`src/rtl/instr_encoder.sv`:
```
// instr_encoder: encodes symbolic MIPS instructions into 32-bit words, buffers
// them in a small FIFO, and writes them sequentially into instruction memory.
//
// Optional build macro: INSTR_ENC_DELAY_SLOT_EN
//   defined   -> every legal BEQ/J is followed by a NOP pushed at the same edge;
//                in_ready requires at least two free entries
//   undefined -> no padding; in_ready requires one free entry
//
// Ports:
//   clk, rst_n              clock (rising edge), async active-low reset
//   in_valid / in_ready     request handshake
//   in_cls, in_op           instruction class and R-type operation
//   in_rs/rt/rd/shamt       register and shift fields
//   in_imm, in_target       immediate/offset and jump target
//   addr_load, addr_base    reload the write address
//   mem_we/addr/wdata/ack   instruction memory write port with ack backpressure
//   err                     one-cycle pulse when an illegal request is dropped
//   words_written           saturating count of acknowledged writes
module instr_encoder #(
  parameter int unsigned   DEPTH      = 4,
  parameter int unsigned   AW         = 32,
  parameter logic [AW-1:0] ADDR_RESET = '0
) (
  input  logic          clk,
  input  logic          rst_n,
  input  logic          in_valid,
  output logic          in_ready,
  input  logic [2:0]    in_cls,
  input  logic [4:0]    in_rs,
  input  logic [4:0]    in_rt,
  input  logic [4:0]    in_rd,
  input  logic [4:0]    in_shamt,
  input  logic [2:0]    in_op,
  input  logic [15:0]   in_imm,
  input  logic [25:0]   in_target,
  input  logic          addr_load,
  input  logic [AW-1:0] addr_base,
  output logic          mem_we,
  output logic [AW-1:0] mem_addr,
  output logic [31:0]   mem_wdata,
  input  logic          mem_ack,
  output logic          err,
  output logic [15:0]   words_written
);

  localparam int unsigned PW = (DEPTH > 1) ? $clog2(DEPTH) : 1;
  localparam int unsigned CW = PW + 1;
`ifdef INSTR_ENC_DELAY_SLOT_EN
  localparam int unsigned NEED = 2;
`else
  localparam int unsigned NEED = 1;
`endif
  localparam logic [CW-1:0] DEPTH_C = CW'(DEPTH);
  localparam logic [CW-1:0] NEED_C  = CW'(NEED);

  localparam logic [5:0] OP_R   = 6'b000000;
  localparam logic [5:0] OP_ORI = 6'b001101;
  localparam logic [5:0] OP_LW  = 6'b100011;
  localparam logic [5:0] OP_SW  = 6'b101011;
  localparam logic [5:0] OP_BEQ = 6'b000100;
  localparam logic [5:0] OP_J   = 6'b000010;

  logic [31:0]   fifo_q [DEPTH];
  logic [PW-1:0] rd_ptr_q, wr_ptr_q, rd_ptr_n;
  logic [CW-1:0] count_q, count_n, remain, n_push;

  logic [31:0]   enc_word, head_n;
  logic [5:0]    funct;
  logic          legal;
`ifdef INSTR_ENC_DELAY_SLOT_EN
  logic          is_br;
`endif
  logic          accept, push1, push2, pop, ready_n;
  logic [AW-1:0] addr_n;
  logic [15:0]   words_n;

  // Field encoder: builds the instruction word and flags illegal requests.
  always_comb begin
    funct    = 6'b000000;
    enc_word = '0;
    legal    = 1'b1;
`ifdef INSTR_ENC_DELAY_SLOT_EN
    is_br    = 1'b0;
`endif
    case (in_op)
      3'd0:    funct = 6'b100000;
      3'd1:    funct = 6'b100010;
      3'd2:    funct = 6'b100100;
      3'd3:    funct = 6'b100101;
      3'd4:    funct = 6'b101010;
      default: funct = 6'b000000;
    endcase
    case (in_cls)
      3'd0: begin
        enc_word = {OP_R, in_rs, in_rt, in_rd, in_shamt, funct};
        legal    = (in_op <= 3'd4);
      end
      3'd1: enc_word = {OP_ORI, in_rs, in_rt, in_imm};
      3'd2: enc_word = {OP_LW,  in_rs, in_rt, in_imm};
      3'd3: enc_word = {OP_SW,  in_rs, in_rt, in_imm};
      3'd4: begin
        enc_word = {OP_BEQ, in_rs, in_rt, in_imm};
`ifdef INSTR_ENC_DELAY_SLOT_EN
        is_br    = 1'b1;
`endif
      end
      3'd5: begin
        enc_word = {OP_J, in_target};
`ifdef INSTR_ENC_DELAY_SLOT_EN
        is_br    = 1'b1;
`endif
      end
      default: legal = 1'b0;
    endcase
  end

  // Next-state for FIFO occupancy, registered outputs and address counter.
  always_comb begin
    accept = in_valid && in_ready;
    push1  = accept && legal;
`ifdef INSTR_ENC_DELAY_SLOT_EN
    push2  = push1 && is_br;
`else
    push2  = 1'b0;
`endif
    pop      = mem_we && mem_ack;
    n_push   = CW'(push1) + CW'(push2);
    count_n  = count_q + n_push - CW'(pop);
    remain   = count_q - CW'(pop);
    rd_ptr_n = rd_ptr_q + PW'(pop);
    // Head after the edge: an older entry if one survives the pop, else the
    // first word pushed now (a branch precedes its NOP).
    head_n = '0;
    if (remain != '0) begin
      head_n = fifo_q[rd_ptr_n];
    end else if (push1) begin
      head_n = enc_word;
    end
    ready_n = (DEPTH_C - count_n) >= NEED_C;
    // A load wins over the increment; the popped word already used the old address.
    addr_n = mem_addr;
    if (addr_load) begin
      addr_n = addr_base;
    end else if (pop) begin
      addr_n = mem_addr + AW'(4);
    end
    words_n = words_written;
    if (pop && (words_written != 16'hFFFF)) begin
      words_n = words_written + 16'd1;
    end
  end

  // State and output registers.
  always_ff @(posedge clk or negedge rst_n) begin
    if (!rst_n) begin
      for (int unsigned i = 0; i < DEPTH; i++) begin
        fifo_q[i] <= '0;
      end
      rd_ptr_q      <= '0;
      wr_ptr_q      <= '0;
      count_q       <= '0;
      in_ready      <= 1'b0;
      mem_we        <= 1'b0;
      mem_wdata     <= '0;
      mem_addr      <= ADDR_RESET;
      err           <= 1'b0;
      words_written <= '0;
    end else begin
      if (push1) begin
        fifo_q[wr_ptr_q] <= enc_word;
      end
      if (push2) begin
        fifo_q[PW'(wr_ptr_q + PW'(1))] <= '0;
      end
      wr_ptr_q      <= wr_ptr_q + PW'(n_push);
      rd_ptr_q      <= rd_ptr_n;
      count_q       <= count_n;
      in_ready      <= ready_n;
      mem_we        <= (count_n != '0);
      mem_wdata     <= head_n;
      mem_addr      <= addr_n;
      err           <= accept && !legal;
      words_written <= words_n;
    end
  end

endmodule

```
`config.mk`:
```
export PLATFORM = sky130hd
export DESIGN_NAME = instr_encoder
export DESIGN_NICKNAME = d
export VERILOG_FILES = /design/src/rtl/instr_encoder.sv
export SDC_FILE = /design/constraint.sdc
export NUM_CORES = 1
export LEC_CHECK = 0
export CAP_MARGIN = 40
export CORE_ASPECT_RATIO = 0.6
export CORE_MARGIN = 4
export CORE_UTILIZATION = 53
export DETAILED_ROUTE_END_ITERATION = 8
export PLACE_DENSITY = 0.79
export REMOVE_ABC_BUFFERS = 1
export SYNTH_ARGS = -nofsm -noshare
export SYNTH_HDL_FRONTEND = slang
export SYNTH_SLANG_ARGS = --single-unit
```
`constraint.sdc`:
```
create_clock -name clk -period 3.1 [get_ports clk]
set_clock_uncertainty 0.1 [all_clocks]
set_input_delay 0.775 -clock clk [delete_from_list [all_inputs] [get_ports clk]]
set_output_delay 0.775 -clock clk [all_outputs]
set_load 0.02 [all_outputs]
```
==> flow_summary.toml <==
[power_and_ir_drop]
ir_drop_mv = 0.5054
power_leakage_nw = 5.682
total_power_w = 0.01194
p_per_area_nw_per_um2 = 887.3

[sta]
report.final.hold_viol_count = 0
fin_crit_sh_pct = 98.22
tightest_slew_ns = 0.7701
finalCriticalPeriod_ns = 3.045
rsz0062_at_grt = "no"
holdWs_ns = 0.1885
setup_viol = 0
slew_headroom_pct = 48.66
fmax_mhz = 328.4
slew_viol_final = 0

[logic_synthesis]
synthTopCellsByArea = "dfrtp_1 53%, o21ai_0 7.4%, mux4_2 6.9%, nand2_1 6.0%, a21oi_1 2.5%"
synthCells = 990
synth_area_sq_um = 10110
yosysSeqAreaShare_pct = 52.73
synth_top_area_share_pct = 52.73
synth_most_common_cell = "dfrtp_1"
synthFlopType = "dfrtp_1"
synth_edf_count = 0
synthTopCellsByCount = "213 x dfrtp_1, 162 x nand2_1, 149 x o21ai_0, 56 x clkbuf_1, 50 x a21oi_1"
syn_avg_cell_area_sq_um = 10.21
ys_seq_elements = 213
async_flop_share_pct = 100.0
yosysWarnings = 0
yosysTopAreaCell = "dfrtp_1"
synth.distinct_cells = 57

[clock_tree]
clk_pin_slew_ns = 0.06
cts_sinks = 213
clk_path_buf_depth = 3
numCtsBuffers = 20
htree_levels = 1
cts_tree = "built"
cts-root-buf = "clkbuf_16"
clock_latency_ns = 0.50
postCtsSetupRepairBufs = 0

[placed_design]
dpl.cell_count = 1419
dp_hpwl_mm = 18.88
place_congestion = 0.8669
port_buffers = 186

[detailed_routing]
drc = 0
route.antenna.remaining_nets = 0
num_vias = 8648
drt_iter0_markers = 721
firstDrtPassIters = 5
routedWlPerCell_microns = 19.30
totalWireLength_mm = 28.02
vias_per_cell = 5.956

[setup_path]
critPathKind = "in2reg"
crit_slowest_cell = "fa_2"
crit_path_start = "in_valid"
critPathLaunchType = "input port"
crit_top_cell = "ha_1"
max_stage_delay_ns = 0.47
crit_family = "adder cells"
critPathCaptureType = "flop"
worstPathArrival_ns = 3.32
cp_num_buf_inv = 4
crit_chain = "clkdlybuf4s50_1, and2_0, o211ai_1, buf_4, ha_1, inv_1, ha_1, inv_1, fa_2, ha_2, ha_1, nand3_1"
cp_max_fo = 3
critPathRequiredTime_ns = 3.37
worstReg2RegStart = "in_ready"

[layout]
layoutNonFillerInstCount = 1452
drive_gt1_share_pct = 13.78
n_antenna_cell = 0
nets = 1317
areaGrowthSynthToFinish_pct = 33.14
finish.utilization_pct = 73.14

[min_path]
holdCritPathClass = "in2async"

[floorplanning]
core_sq_um = 18400
die_w_microns = 186.3
pin_count = 188
die_h_microns = 115.0
rows = 38
start_util_pct = 54.94
dieArea_sq_um = 21420

[grt]
grt_pass1_vias = 8451
grt_pass1_wl_mm = 45.12
overflow = 0
grt_max_degree = 96
antenna_found_initial = 0
grt_use_total_pct = 26.23

[outcome]
outcome = "complete, no violations"

[flow_run]
drv_cap = 0
sequential cells by signal (all words and copies together) (netlist names):
name	cells
fifo_q	124
mem_addr	32
mem_wdata	31
words_written	16
count_q	3
rd_ptr_q	2
wr_ptr_q	2
err	1
in_ready	1
mem_we	1
report_power, final:
group	switching [W]	total, W	internal [W]	leakage, nW
Combinational	0.00245	0.00491	0.00245	2.72
Clock	0.00106	0.00253	0.00147	0.324
Sequential	0.000635	0.00451	0.00387	2.64
Total	0.00414	0.0119	0.00780	5.68
per-layer routing:
layer / global-route usage [%] / routed length, microns / up-vias
li1: - / - / 3994
met1: 38.90 / 12480 / 4287
met2: 41.40 / 13110 / 325
met3: 4.331 / 2009 / 42
met4: 5.725 / 427 / 0
met5: 0 / 0 / -
layout by cell type (no fill, tap or decap), drive strengths merged, types with 6 or more instances in the layout:
cell type	instances
a222oi	12
and3	6
and4	6
o211ai	7
or3	9
nand2	162
or4	10
xor2	16
mux4	31
clkdlybuf4s50	182
inv	18
xnor2	13
nor2	48
a21oi	50
nand3	29
dfrtp	213
nor4	7
o21ai	150
buf	71
nand4	20
mux2	15
clkbuf	27
a31oi	14
nand2b	14
a22o	15
ha	10
stage by stage:
stage / setup TNS [ns] / instance area, sq um / worst slack (ns)
6_report: 0 / 13460 / 0.05529
5_1_grt: 0 / 13460 / 0.01030
4_1_cts: 0 / 13460 / 0.07710
3_5_place_dp: -6.060 / 12780 / -0.5489
3_3_place_gp: -3.387 / 12780 / -0.5214
2_1_floorplan: -73.31 / 9846 / -0.6428
cells by family (layout without fill, tap and decap cells):
group	after synthesis	count (layout)	synth area share [%]
other	1	1	0.03710
adders and majority gates	11	11	1.436
DFF	213	213	52.73
AOI/OAI and AO/OA	266	266	15.25
xor gates and xnor gates	29	29	2.513
muxes	51	51	9.073
and+or+nand+nor	334	334	15.66
buffers and inverters	85	307	3.305
final timing paths:
kind                       cells after the start      endpoint  slack (ns)
min                                            1  mem_addr[30]        0.19
max reg2reg                                   11      in_ready        0.42
min in group clk                               2    fifo_q[53]        0.38
max                                           12      in_ready        0.06
max in group asynchronous                      2    fifo_q[51]        2.00
min reg2reg                                    2    fifo_q[53]        0.38
final cells by class:
cell class | instances | area (sq um)
flip-flops and latches | 213 | 5330
fillers | 1321 | 4942
multi-input cells | 692 | 4539
repair buffers | 255 | 2552
clock buffers | 27 | 578.1
well taps | 240 | 300.3
clock inverters | 6 | 86.33
inverters | 19 | 71.32
timing repair:
action | CTS | global route
hold buffers | 0 | 0
endpoints found under the setup margin | 1 | 0
gates resized for setup | 7 | 0
Note: power is estimated with default switching activity, not from simulation.
